$ cat src/rtl/tl_pkg.sv
// Shared types and address decode helper for the TileLink C-channel demux.
package tl_pkg;

  localparam int MAX_SLV = 16;

  typedef enum logic {
    IDLE,
    BURST
  } dmx_state_e;

  typedef logic [9:0] beat_cnt_t;

  typedef struct packed {
    logic [63:0] address;
    beat_cnt_t   size;
    logic [63:0] data;
  } tl_c_beat_t;

  typedef logic [MAX_SLV-1:0][63:0] addr_tab_t;

  typedef struct packed {
    logic       hit;
    logic [3:0] idx;
  } dec_res_t;

  // Scan from the top so the lowest matching index is the last one written.
  function automatic dec_res_t addr_decode(
    input logic [63:0] addr,
    input addr_tab_t   base,
    input addr_tab_t   mask,
    input int          n
  );
    dec_res_t r;
    r = '0;
    for (int i = MAX_SLV - 1; i >= 0; i--) begin
      if (i < n && (addr & mask[i]) == base[i]) begin
        r.hit = 1'b1;
        r.idx = 4'(i);
      end
    end
    return r;
  endfunction

endpackage

$ cat src/rtl/tl_addr_decode.sv
// Combinational region decode, lowest matching slave index wins.
module tl_addr_decode
  import tl_pkg::*;
#(
  parameter int                          SLAVE_NUM = 2,
  parameter logic [SLAVE_NUM-1:0][63:0] ADDR_BASE = '0,
  parameter logic [SLAVE_NUM-1:0][63:0] ADDR_MASK = '0
) (
  input  logic [63:0] addr_i,
  output logic        hit_o,
  output logic [3:0]  idx_o
);

  addr_tab_t base;
  addr_tab_t mask;
  dec_res_t  res;

  always_comb begin
    base = '0;
    mask = '0;
    for (int i = 0; i < SLAVE_NUM; i++) begin
      base[i] = ADDR_BASE[i];
      mask[i] = ADDR_MASK[i];
    end
    res   = addr_decode(addr_i, base, mask, SLAVE_NUM);
    hit_o = res.hit;
    idx_o = res.idx;
  end

endmodule

$ cat src/rtl/tl_demux_c.sv
// C-channel demux with burst route lock; optional error sink
// for unmatched addresses under TL_DEMUX_C_ERR_SINK_EN.
module tl_demux_c
  import tl_pkg::*;
#(
  parameter int                          SLAVE_NUM = 2,
  parameter type                         DATA_T    = tl_c_beat_t,
  parameter logic [SLAVE_NUM-1:0][63:0] ADDR_BASE = '0,
  parameter logic [SLAVE_NUM-1:0][63:0] ADDR_MASK = '0
) (
  input  logic                 clk_i,
  input  logic                 rst_i,
  input  DATA_T                inp_bits_i,
  input  logic                 inp_valid_i,
  output logic                 inp_ready_o,
  output DATA_T                oup_bits_o [SLAVE_NUM],
  output logic [SLAVE_NUM-1:0] oup_valid_o,
  input  logic [SLAVE_NUM-1:0] oup_ready_i,
`ifdef TL_DEMUX_C_ERR_SINK_EN
  output logic                 err_o,
`endif
  output logic                 busy_o
);

  dmx_state_e state_q, state_d;
  logic [3:0] route_q, route_d;
  logic       sink_q, sink_d;
  beat_cnt_t  counter_q, counter_d;

  logic       dec_hit;
  logic [3:0] dec_idx;
  logic [3:0] route_idx;
  logic       route_sink;
  logic       hs;

  tl_addr_decode #(
    .SLAVE_NUM (SLAVE_NUM),
    .ADDR_BASE (ADDR_BASE),
    .ADDR_MASK (ADDR_MASK)
  ) u_dec (
    .addr_i (inp_bits_i.address),
    .hit_o  (dec_hit),
    .idx_o  (dec_idx)
  );

  always_comb begin
    route_idx  = '0;
    route_sink = 1'b0;
    if (state_q == BURST) begin
      route_idx  = route_q;
      route_sink = sink_q;
    end else if (dec_hit) begin
      route_idx = dec_idx;
    end
`ifdef TL_DEMUX_C_ERR_SINK_EN
    else begin
      route_sink = 1'b1;
    end
`endif

    oup_valid_o = '0;
    inp_ready_o = route_sink;
    for (int i = 0; i < SLAVE_NUM; i++) begin
      oup_bits_o[i] = inp_bits_i;
      if (!route_sink && route_idx == 4'(i)) begin
        oup_valid_o[i] = inp_valid_i;
        inp_ready_o    = oup_ready_i[i];
      end
    end
    hs = inp_valid_i & inp_ready_o;

    state_d   = state_q;
    route_d   = route_q;
    sink_d    = sink_q;
    counter_d = counter_q;
    unique case (state_q)
      IDLE: begin
        if (hs && inp_bits_i.size != '0) begin
          state_d   = BURST;
          route_d   = route_idx;
          sink_d    = route_sink;
          counter_d = inp_bits_i.size;
        end
      end
      BURST: begin
        if (hs) begin
          counter_d = counter_q - 1'b1;
          if (counter_q == beat_cnt_t'(1)) state_d = IDLE;
        end
      end
      default: state_d = IDLE;
    endcase
  end

  always_ff @(posedge clk_i or negedge rst_i) begin
    if (!rst_i) begin
      state_q   <= IDLE;
      route_q   <= '0;
      sink_q    <= 1'b0;
      counter_q <= '0;
    end else begin
      state_q   <= state_d;
      route_q   <= route_d;
      sink_q    <= sink_d;
      counter_q <= counter_d;
    end
  end

  assign busy_o = (state_q == BURST);

`ifdef TL_DEMUX_C_ERR_SINK_EN
  logic err_q, err_d;

  assign err_d = hs && state_q == IDLE && route_sink;

  always_ff @(posedge clk_i or negedge rst_i) begin
    if (!rst_i) err_q <= 1'b0;
    else        err_q <= err_d;
  end

  assign err_o = err_q;
`endif

endmodule

$ cat config.mk
export PLATFORM = sky130hd
export DESIGN_NAME = tl_demux_c
export DESIGN_NICKNAME = d
export VERILOG_FILES = /design/src/rtl/tl_pkg.sv /design/src/rtl/tl_addr_decode.sv /design/src/rtl/tl_demux_c.sv
export SDC_FILE = /design/constraint.sdc
export NUM_CORES = 1
export LEC_CHECK = 0
export ABC_AREA = 1
export BUFFER_PORTS_ARGS = -buffer_cell sky130_fd_sc_hd__buf_2
export CORE_AREA = 2 2 167 169
export CTS_CLUSTER_SIZE = 24
export DETAILED_ROUTE_END_ITERATION = 6
export DIE_AREA = 0 0 169 171
export SYNTH_ARGS = -nofsm -noshare
export SYNTH_HDL_FRONTEND = slang
export SYNTH_SLANG_ARGS = --single-unit
$ cat constraint.sdc
create_clock -name clk_i -period 3.9 [get_ports clk_i]
set_input_delay 0.78 -clock clk_i [delete_from_list [all_inputs] [get_ports clk_i]]
set_output_delay 0.78 -clock clk_i [all_outputs]
set_load 0.01 [all_outputs]
### Word-level counts from Yosys, hierarchy flattened

Index checks and enable logic that the tools add are counted.

* input bits: 143
* flip-flop bits (word level): 16
* logic and storage cells: 32

* eq/ne operators: 4
* bitwise gates (word level): 2
* mux-type cells: 13
* reductions and logical operators: 8
* add/subtract/negate cells: 1

Operator list (count)
* 10-bit two-way mux: 2
* 10-bit one-hot mux with 2 select lines: 1
* 10-bit by 1-bit equality test with 1-bit output (second input constant): 1
* 10-bit nonzero test: 1
* 10-bit by 1-bit subtractor with 10-bit output (second input constant): 1
* 1-bit two-way mux: 8
* 4-bit by 1-bit equality test with 1-bit output (second input constant): 1
* 4-bit zero test: 1
* 4-bit two-way mux: 1
* 2-bit AND reduction: 2
* 1-bit logical AND: 3
* 2-bit by 1-bit != test with 1-bit output (second input constant): 1
* 2-bit != test (second input constant): 1
* 1-bit one-hot mux with 2 select lines: 1
* 1-bit bitwise AND: 1
* 1-bit zero test: 1
* 1-bit NOT: 1

### Logic depth before layout (Yosys ltp)

Gate-level depths: netlist of the first run.

* depth in word-level cells: 9
* mapped depth: 10

### Modules after synthesis

From an unflattened synthesis of the first run, not the netlist that was laid out.

* cell total of the unflattened synthesis: 450
* area, all modules: 3344.5 µm²

Modules (own cells, without submodules)
* tl_demux_c: area each 3299.4 µm², cells an instance 443, times used 1
* tl_addr_decode: area each 45.0 µm², cells an instance 7, times used 1

### Worst setup path after synthesis of the first run

OpenSTA, ideal clock, no wires.

* path type: input -> output
* from: in inp_valid_i
* to: out oup_valid_o[1]
* required time: 3.120 ns
* path slack: 1.862 ns
* cell stages on the path: 2
* data arrival time: 1.258 ns
* path through: inv_1 -> nor4_1

* longest elaborated chain between the ends: 1

Ends and longest elaborated chain
* start, declared: RTL line tl_demux_c.sv:14 `input logic inp_valid_i,`
* 1-bit two-way mux: RTL line tl_demux_c.sv:65 `if (!route_sink && route_idx == 4'(i)) begin`
* end, declared: RTL line tl_demux_c.sv:17 `output logic [SLAVE_NUM-1:0] oup_valid_o,`

Every way passes these cells.

### Worst setup path in the final report of the first run

* from: reg state_q, in the netlist busy_o
* to: out inp_ready_o

* longest elaborated chain between the ends: 5
* elaborated cells between the ends (all ways): 9
* those cells by class: 1 x eq/ne; 4 x mux; 4 x reduce/logical

Ends and longest elaborated chain
* start, declared: RTL line tl_demux_c.sv:25 `dmx_state_e state_q, state_d;`
* start signal, assigned: RTL line tl_demux_c.sv:102 `state_q <= state_d;`
* 4-bit two-way mux or 1-bit two-way mux (tied branches): RTL line tl_demux_c.sv:49 `if (state_q == BURST) begin`
* 4-bit zero test or 1-bit zero test (tied branches): RTL line tl_demux_c.sv:65
* 1-bit logical AND: RTL line tl_demux_c.sv:65
* 1-bit two-way mux: RTL line tl_demux_c.sv:65
* 1-bit two-way mux *: RTL line tl_demux_c.sv:65
* end, declared: RTL line tl_demux_c.sv:15 `output logic inp_ready_o,`

Mark *: on every way between the ends. The rest lies on a longest branch, timed or not.

==> impl_results.rst, run 1 <==
.. list-table::
   :header-rows: 1

   * - Metric
     - Value
   * - Wire length of the first global-routing pass
     - 9777 um
   * - Resize count post-CTS
     - 0
   * - Number of endpoints with negative hold slack in the final report
     - 0
   * - Number of port buffers
     - 38
   * - Total global routing track utilization
     - 4.674%
   * - Maximum buffer depth of the clock tree
     - 2
   * - Most used flip-flop cell after synthesis
     - sky130_fd_sc_hd__dfrtp_1
   * - Number of diodes added for antenna fixing
     - 0
   * - Seq cells post-synth
     - 16
   * - FMAX
     - 0.3796 GHz
   * - Worst skew pair latency
     - 250 ps
   * - Number of filler instances in the final layout
     - 3236
   * - Number of failing setup endpoints in the final timing report
     - 0
   * - Maximum Capacitance Violations
     - 0
   * - Clk root buf
     - sky130_fd_sc_hd__clkbuf_16
   * - Launching element type of the critical path
     - register
   * - Worst setup EP type
     - primary output
   * - Finished Core Util
     - 6.722%
   * - Router iterations before antenna repair
     - 4
   * - Shortest period the worst path allows
     - 2635 ps
   * - Synth warn
     - 0
   * - Run status
     - completed
   * - Synth async-reset ratio
     - 100.0%
   * - Number of instances in the synthesized netlist
     - 445
   * - Measured slew at the worst slew-check pin
     - 656.6 ps
   * - Syn-to-layout area delta
     - -42.81%
   * - Highest fanout seen on the critical path
     - 20
   * - Final net count
     - 355
   * - Number of cell rows
     - 61
   * - Static leakage
     - 0.8053 nW
   * - Leading post-synthesis cells by instance count
     - 276 x sky130_fd_sc_hd__buf_4, 61 x sky130_fd_sc_hd__nand2_1, 22 x sky130_fd_sc_hd__nor2_1
   * - Total setup buffers inserted after CTS
     - 0
   * - Total CTS buffers
     - 3
   * - Detailed placer's ending HPWL
     - 5845 um
   * - Pin count of the biggest net entering global routing
     - 21
   * - Max-slew violation count
     - 0
   * - Yosys top cell area share
     - 64.51%
   * - Via count
     - 1447
   * - Synthesized area per cell
     - 7.218 um2
   * - Crit path arrival time
     - 1850 ps
   * - Required time of the critical path
     - 3120 ps
   * - Period utilization
     - 67.55%
   * - Setup slack of the worst register-to-register path
     - 1940 ps
   * - Max transition margin
     - 56.23%
   * - Chip height
     - 171 um
   * - Area contributors post-synth
     - sky130_fd_sc_hd__buf_4 65%, sky130_fd_sc_hd__dfrtp_1 12%, sky130_fd_sc_hd__nand2_1 7.1%
   * - Crit Path Class
     - reg -> out
   * - Vias in the first global route
     - 1478
   * - Portion of the post-synthesis area used by sequential elements
     - 12.47%
   * - Worst min-delay path category
     - in -> async
   * - Critical R2R Launch
     - busy_o
   * - Routed wire length
     - 7313 um
   * - Core Footprint
     - 0.02732 mm2
   * - Clock slew at the register clock pins of the worst setup and hold paths
     - 50 ps
   * - Crit Reg-Reg Endpoint
     - counter_q[2]
   * - Antenna Nets Post-Route
     - 0
   * - Residual DRC
     - 0
   * - Count of cells along the worst register-to-register path
     - 5
   * - Unrepaired setup endpoints after global routing
     - no
   * - Maximum resistive drop on vdd
     - 0.1777 mV
   * - EDFF count, synth
     - 0
   * - Final weighted congestion in routability-driven placement
     - 0.7896
   * - Synth Net Count
     - 590
   * - Overflow left after global routing
     - 0
   * - DR iter-0 viols
     - 63
   * - Number of distinct library cells after synthesis
     - 29
   * - Number of top-level design ports
     - 423
   * - Starting density of the core
     - 11.75%
   * - Area of the die
     - 0.02890 mm2
   * - H-Tree Level Count
     - 1
   * - Post-synthesis cell type with the largest combined area
     - sky130_fd_sc_hd__buf_4
   * - Mapped Area
     - 0.003212 mm2
   * - Total power divided by cell area
     - 657.1 mW/mm2
   * - Routed length per placed instance
     - 13.18 um
   * - Final total negative setup slack
     - 0 ps
   * - Fraction of final layout cells with drive strength greater than 1
     - 27.75%
   * - Horiz. Die Dim
     - 169 um
   * - Sink count of the clock tree
     - 16
   * - TritonCTS clock tree
     - built
   * - Leading cell type by number of instances after synthesis
     - sky130_fd_sc_hd__buf_4
   * - Skew final
     - 4.821 ps
   * - Number of antenna violations at the first check in global routing
     - 0
   * - Post-detailed-route via-to-cell ratio
     - 2.607
   * - Number of hold buffers added after CTS
     - 0
[registers in the layout (all words and copies together) (netlist names)]
name	count
counter_q	10
route_q	4
sink_q	1
busy_o	1
[area by class of cell]
type                       count  area (um2)  share of cell area [%]
multi-input combinational    127       634.4                   34.54
sequential                    16       400.4                   21.80
clock buffer                   4       88.84                   4.837
inverter                      24       90.09                   4.905
tap                          346       432.9                   23.57
timing repair buffer          38       190.2                   10.35
[metrics by stage]
| step | hold slack, ps | power (mW) | setup slack, ps | cells | cell area [um2] |
|---|---|---|---|---|---|
| 6_report | 450.2 | 1.207 | 1265 | 555 | 1837 |
| 5_1_grt | 476.4 | 1.341 | 1067 | 555 | 1837 |
| 4_1_cts | 469.6 | 1.220 | 1205 | 555 | 1837 |
| 3_5_place_dp | 492.7 | 0.9902 | 1471 | 551 | 1748 |
| 3_3_place_gp | 496.9 | 0.9733 | 1495 | 551 | 1748 |
| 2_1_floorplan | 470.7 | 1.109 | 1862 | 445 | 3212 |
[metal layers]
layer / global-route usage [%] / share of wire, % / vias to the layer above
met4: 6.206 / 13 / 0
met5: 0 / 0 / -
met3: 5.205 / 25 / 92
met1: 4.200 / 29 / 554
met2: 4.615 / 34 / 196
li1: - / - / 605
[worst max path at each step]
| stage | endpoint | startpoint | depth (start not counted) |
|---|---|---|---|
| 2_1_floorplan | oup_valid_o[1] | inp_valid_i | 2 |
| 3_3_place_gp | oup_valid_o[1] | inp_valid_i | 4 |
| 3_5_place_dp | inp_ready_o | busy_o | 5 |
| 4_1_cts | inp_ready_o | busy_o | 5 |
| 5_1_grt | inp_ready_o | busy_o | 5 |
| 6_report | inp_ready_o | busy_o | 5 |
[worst max-delay path: stages, from the launching register on]
cell and delay, ps:
sky130_fd_sc_hd__dfrtp_1 760, sky130_fd_sc_hd__nand3_2 210, sky130_fd_sc_hd__nor2_4 140, sky130_fd_sc_hd__nand3b_2 150, sky130_fd_sc_hd__and2_1 210, sky130_fd_sc_hd__buf_2 140
[logic make-up after synthesis]
kind of cell,synth area share [%]
xor+xnor,0.2727
buf+inv,67.78
fa+ha+maj,0.7790
compound gates,1.831
flops,12.47
simple gates,16.87
[placed cells by master, fill, tap and decap left out, drive strengths merged]
master	count
a31oi	1
and2	1
buf	38
clkbuf	4
dfrtp	16
ha	2
inv	24
nand2	65
nand3	12
nand3b	2
nand4	4
nor2	26
nor3	1
nor4	1
o21ai	9
o21bai	1
or2	1
xnor2	1
[power breakdown]
| part | total [mW] | internal, mW | switching, mW |
|---|---|---|---|
| Clock | 0.225 | 0.156 | 0.0686 |
| Combinational | 0.644 | 0.234 | 0.410 |
| Sequential | 0.339 | 0.244 | 0.0945 |
Note: power is estimated with default switching activity, not from simulation.
==> run 2, diff against run 1 <==
--- a/config.mk
+++ b/config.mk
@@ -5,7 +5,7 @@
 export SDC_FILE = /design/constraint.sdc
 export NUM_CORES = 1
 export LEC_CHECK = 0
-export ABC_AREA = 1
+export ABC_AREA = 0
 export BUFFER_PORTS_ARGS = -buffer_cell sky130_fd_sc_hd__buf_2
 export CORE_AREA = 2 2 167 169
 export CTS_CLUSTER_SIZE = 24
==> constraint.sdc (replaced) <==
create_clock -name clk_i -period 2.7 [get_ports clk_i]
set_input_delay 0.54 -clock clk_i [delete_from_list [all_inputs] [get_ports clk_i]]
set_output_delay 0.54 -clock clk_i [all_outputs]
set_load 0.01 [all_outputs]
==> run 2 against run 1 <==
  * Critical endpoint is now oup_valid_o[1]
  * Clock skew fell by 3.9 ps
  * Clock power rose by 44%
  * Critical path depth fell by 2
  * Via count fell by 4.8%
  * Routed wire length rose by 1.3%
  * Non-clock buffer count rose by 2
  * Highest routed layer unchanged
  * Sequential share of layout area rose by 1.3 points
  * Clock-buffer cell count did not move
==> impl_results.rst, run 2 <==
.. list-table::
   :header-rows: 1

   * - Metric
     - Value
   * - Run status
     - completed
   * - Worst skew pair latency
     - 250 ps (about the same)
   * - Detailed placer's ending HPWL
     - 6007 um (+2.8%)
   * - Shortest period the worst path allows
     - 2171 ps
   * - Area of the die
     - 0.02890 mm2 (unchanged)
   * - Area contributors post-synth
     - sky130_fd_sc_hd__buf_4 67%, sky130_fd_sc_hd__dfrtp_1 13%, sky130_fd_sc_hd__nand3_1 1.4%
   * - Complex-gate fraction of the synthesized area
     - 8.916% (+7.1 points)
   * - Sum of met2 wire segment lengths after detailed routing
     - 2688 um (+9.4%)
   * - Number of failing setup endpoints in the final timing report
     - 0 (unchanged)
   * - Leading cell type in the layout, fill and taps excluded
     - sky130_fd_sc_hd__buf_2
   * - Seq cells post-synth
     - 16 (unchanged)
   * - Synth Net Count
     - 537 (-9.0%)
   * - Power spent charging and discharging nets
     - 373.3 uW (-35%)
   * - Total global routing track utilization
     - 4.756% (+0.081 points)
   * - Number of cell rows
     - 61 (unchanged)
   * - Period utilization
     - 80.42%
   * - Relative contribution of sequential cells to total power
     - 37.2% (+9.1 points)
   * - Post-synthesis cell type with the largest combined area
     - sky130_fd_sc_hd__buf_4
   * - Unrepaired setup endpoints after global routing
     - no
   * - Post-Synth Adder-Cell Area
     - 0.8032% (+0.024 points)
   * - Mapped Area
     - 0.003115 mm2 (-3.0%)
   * - Biggest register
     - counter_q
   * - Maximum Capacitance Violations
     - 0 (unchanged)
   * - Yosys top cell area share
     - 66.51% (+2.0 points)
   * - Core Footprint
     - 0.02732 mm2 (unchanged)
   * - Synthesized area per cell
     - 7.948 um2 (+10%)
   * - Worst setup timing slack at the placement stage
     - 436.2 ps (-1035 ps)
   * - Maximum resistive drop on vdd
     - 0.2687 mV (+51%)
   * - Ordered list of cells on the worst path
     - or3_4 -> nor4b_1 -> buf_2
   * - Clk pwr share
     - 31.8% (+13 points)
   * - Router iterations before antenna repair
     - 4 (unchanged)
   * - Required time of the critical path
     - 2160 ps (-960 ps)
   * - Post-detailed-route via-to-cell ratio
     - 2.740 (+5.1%)
   * - Resize count post-CTS
     - 0 (unchanged)
   * - Residual DRC
     - 0 (unchanged)
   * - Max-slew violation count
     - 0 (unchanged)
   * - Total CTS buffers
     - 3 (unchanged)
   * - Vias in the first global route
     - 1355 (-8.3%)
   * - Chip height
     - 171 um (unchanged)
   * - Setup slack of the worst register-to-register path
     - 830 ps (-1110 ps)
   * - Number of endpoints with negative hold slack in the final report
     - 0 (unchanged)
   * - Number of instances in the synthesized netlist
     - 392 (-12%)
   * - Smallest hold slack
     - 213.9 ps (-236.3 ps)
   * - P_int
     - 645.3 uW (+1.8%)
   * - Launching element type of the critical path
     - register
   * - EDFF count, synth
     - 0 (unchanged)
   * - Sink count of the clock tree
     - 16 (unchanged)
   * - Syn-to-layout area delta
     - -44.34%
   * - Worst setup EP type
     - primary output
   * - Skew final
     - 0.9153 ps (-3.906 ps)
   * - Synth warn
     - 0 (unchanged)
   * - Leading post-synthesis cells by instance count
     - 276 x sky130_fd_sc_hd__buf_4, 16 x sky130_fd_sc_hd__dfrtp_1, 9 x sky130_fd_sc_hd__inv_1, 9 x sky130_fd_sc_hd__nand3_1, 9 x sky130_fd_sc_hd__o21ai_0
   * - XOR/XNOR Fraction of Synth Area
     - 0% (-0.27 points)
   * - Total design power
     - 1.019 mW (-16%)
   * - Max transition margin
     - 57.08% (+0.85 points)
   * - Wire length of the first global-routing pass
     - 9839 um (+0.63%)
   * - Max Used Layer
     - met4
   * - Number of diodes added for antenna fixing
     - 0 (unchanged)
   * - Most used flip-flop cell after synthesis
     - sky130_fd_sc_hd__dfrtp_1
   * - Routed length per placed instance
     - 14.73 um (+12%)
   * - Highest fanout seen on the critical path
     - 3 (-85%)
   * - Sw frac
     - 36.65% (-11 points)
   * - Final weighted congestion in routability-driven placement
     - 0.7916 (+0.25%)
   * - Simple-gate portion of the synthesized area
     - 8.313% (-8.6 points)
   * - Largest family of logic cells by synthesized area
     - buffers and inverters
   * - Portion of the post-synthesis area used by sequential elements
     - 12.85% (+0.39 points)
   * - Highest-count cells in the layout ignoring fill and taps
     - 38 x sky130_fd_sc_hd__buf_2, 16 x sky130_fd_sc_hd__dfrtp_1, 9 x sky130_fd_sc_hd__inv_1, 9 x sky130_fd_sc_hd__nand3_1, 9 x sky130_fd_sc_hd__o21ai_0
   * - Number of hold buffers added after CTS
     - 0 (unchanged)
   * - Biggest regs
     - counter_q: 10 flops, route_q: 4 flops
   * - Total power divided by cell area
     - 587.4 mW/mm2 (-11%)
   * - Via count
     - 1378 (-4.8%)
   * - H-Tree Level Count
     - 1 (unchanged)
   * - Synth async-reset ratio
     - 100.0% (unchanged)
   * - Fraction of final layout cells with drive strength greater than 1
     - 34.39% (+6.6 points)
   * - Largest register FFs
     - 10 (unchanged)
   * - Starting density of the core
     - 11.40% (-0.35 points)
   * - Number of antenna violations at the first check in global routing
     - 0 (unchanged)
   * - Crit Path Class
     - reg -> out
   * - Clk root buf
     - sky130_fd_sc_hd__clkbuf_16
   * - Crit path arrival time
     - 1630 ps (-220 ps)
   * - Wire length on met3
     - 1717 um (-4.3%)
   * - Worst setup margin
     - 528.7 ps (-736.8 ps)
   * - CP max stage cell
     - sky130_fd_sc_hd__or3_4
   * - Sum of routed wire segments on met1
     - 2154 um (+0.51%)
   * - Final net count
     - 303 (-15%)
   * - DR iter-0 viols
     - 114 (+81%)
   * - Multiplexer area fraction after synthesis
     - 0.3614% (+0.36 points)
   * - TritonCTS clock tree
     - built
   * - Pin count of the biggest net entering global routing
     - 24 (+14%)
   * - Leading cell type by number of instances after synthesis
     - sky130_fd_sc_hd__buf_4
   * - Worst min-delay path category
     - in -> async
   * - Number of top-level design ports
     - 423 (unchanged)
   * - Static leakage
     - 0.6221 nW (-23%)
   * - Antenna Nets Post-Route
     - 0 (unchanged)
   * - Final total negative setup slack
     - 0 ps (unchanged)
   * - Routed wire length
     - 7408 um (+1.3%)
   * - Measured slew at the worst slew-check pin
     - 639.5 ps (-17.11 ps)
   * - Total setup buffers inserted after CTS
     - 0 (unchanged)
   * - Horiz. Die Dim
     - 169 um (unchanged)
   * - Number of distinct library cells after synthesis
     - 42 (+45%)
   * - Overflow left after global routing
     - 0 (unchanged)
   * - Clock slew at the register clock pins of the worst setup and hold paths
     - 50 ps (about the same)
   * - Part of the total power dissipated in combinational logic
     - 31.0% (-22 points)
   * - Number of port buffers
     - 38 (unchanged)
   * - Slowest cell delay on critical path
     - 410 ps (-350 ps)
   * - Maximum buffer depth of the clock tree
     - 2 (unchanged)
   * - FMAX
     - 0.4606 GHz
-- run 2: power by group through the flow --
stage | combinational (mW) | sequential [mW] | clock, mW
floorplan | 0.630 | 0.358 | 0
global placement | 0.310 | 0.380 | 0
detailed placement | 0.316 | 0.379 | 0
CTS | 0.317 | 0.375 | 0.328
global route | 0.363 | 0.389 | 0.340
finish | 0.316 | 0.379 | 0.324
-- run 2: cell families (layout without fill, tap and decap cells) --
kind of cell,Yosys count,count (layout)
simple gates,47,47
buf+inv,288,53
flops,16,16
mux,1,1
compound gates,38,38
fa+ha+maj,2,2
-- run 2: layout make-up --
class / instances / area, um2
multi-input cells: 88 / 573.1
repair buffers: 40 / 205.2
clock buffers: 4 / 88.84
flip-flops and latches: 16 / 400.4
inverters: 9 / 33.78
well taps: 346 / 432.9
fillers: 3226 / 25590
-- run 2: path summary, 6_finish.rpt --
path,start,to,cells past startpoint
max,route_q[2],oup_valid_o[1],3
min,rst_i,route_q[1],1
max reg2reg,busy_o,counter_q[5],4
min reg2reg,route_q[3],route_q[3],1
max in group asynchronous,rst_i,counter_q[6],1
min in group clk_i,route_q[3],route_q[3],1
-- run 2: through the flow --
step	instances	util, %	instance area, um2
finish	503	6.347	1734
floorplan	392	-	3115
detailed placement	499	6.022	1645
CTS	503	6.347	1734
global route	503	6.347	1734
global placement	499	6.022	1645
-- run 2: critical path: cells and delay by family, from the launching register on --
family	cells	cell delay, ps
and+or+nand+nor	2	800
DFF	1	370
buffers and inverters	1	210
-- run 2: routing by layer --
| layer | track usage, % | vias up |
|---|---|---|
| li1 | - | 522 |
| met1 | 4.293 | 534 |
| met2 | 5.506 | 225 |
| met3 | 4.557 | 97 |
| met4 | 5.760 | 0 |
| met5 | 0 | - |
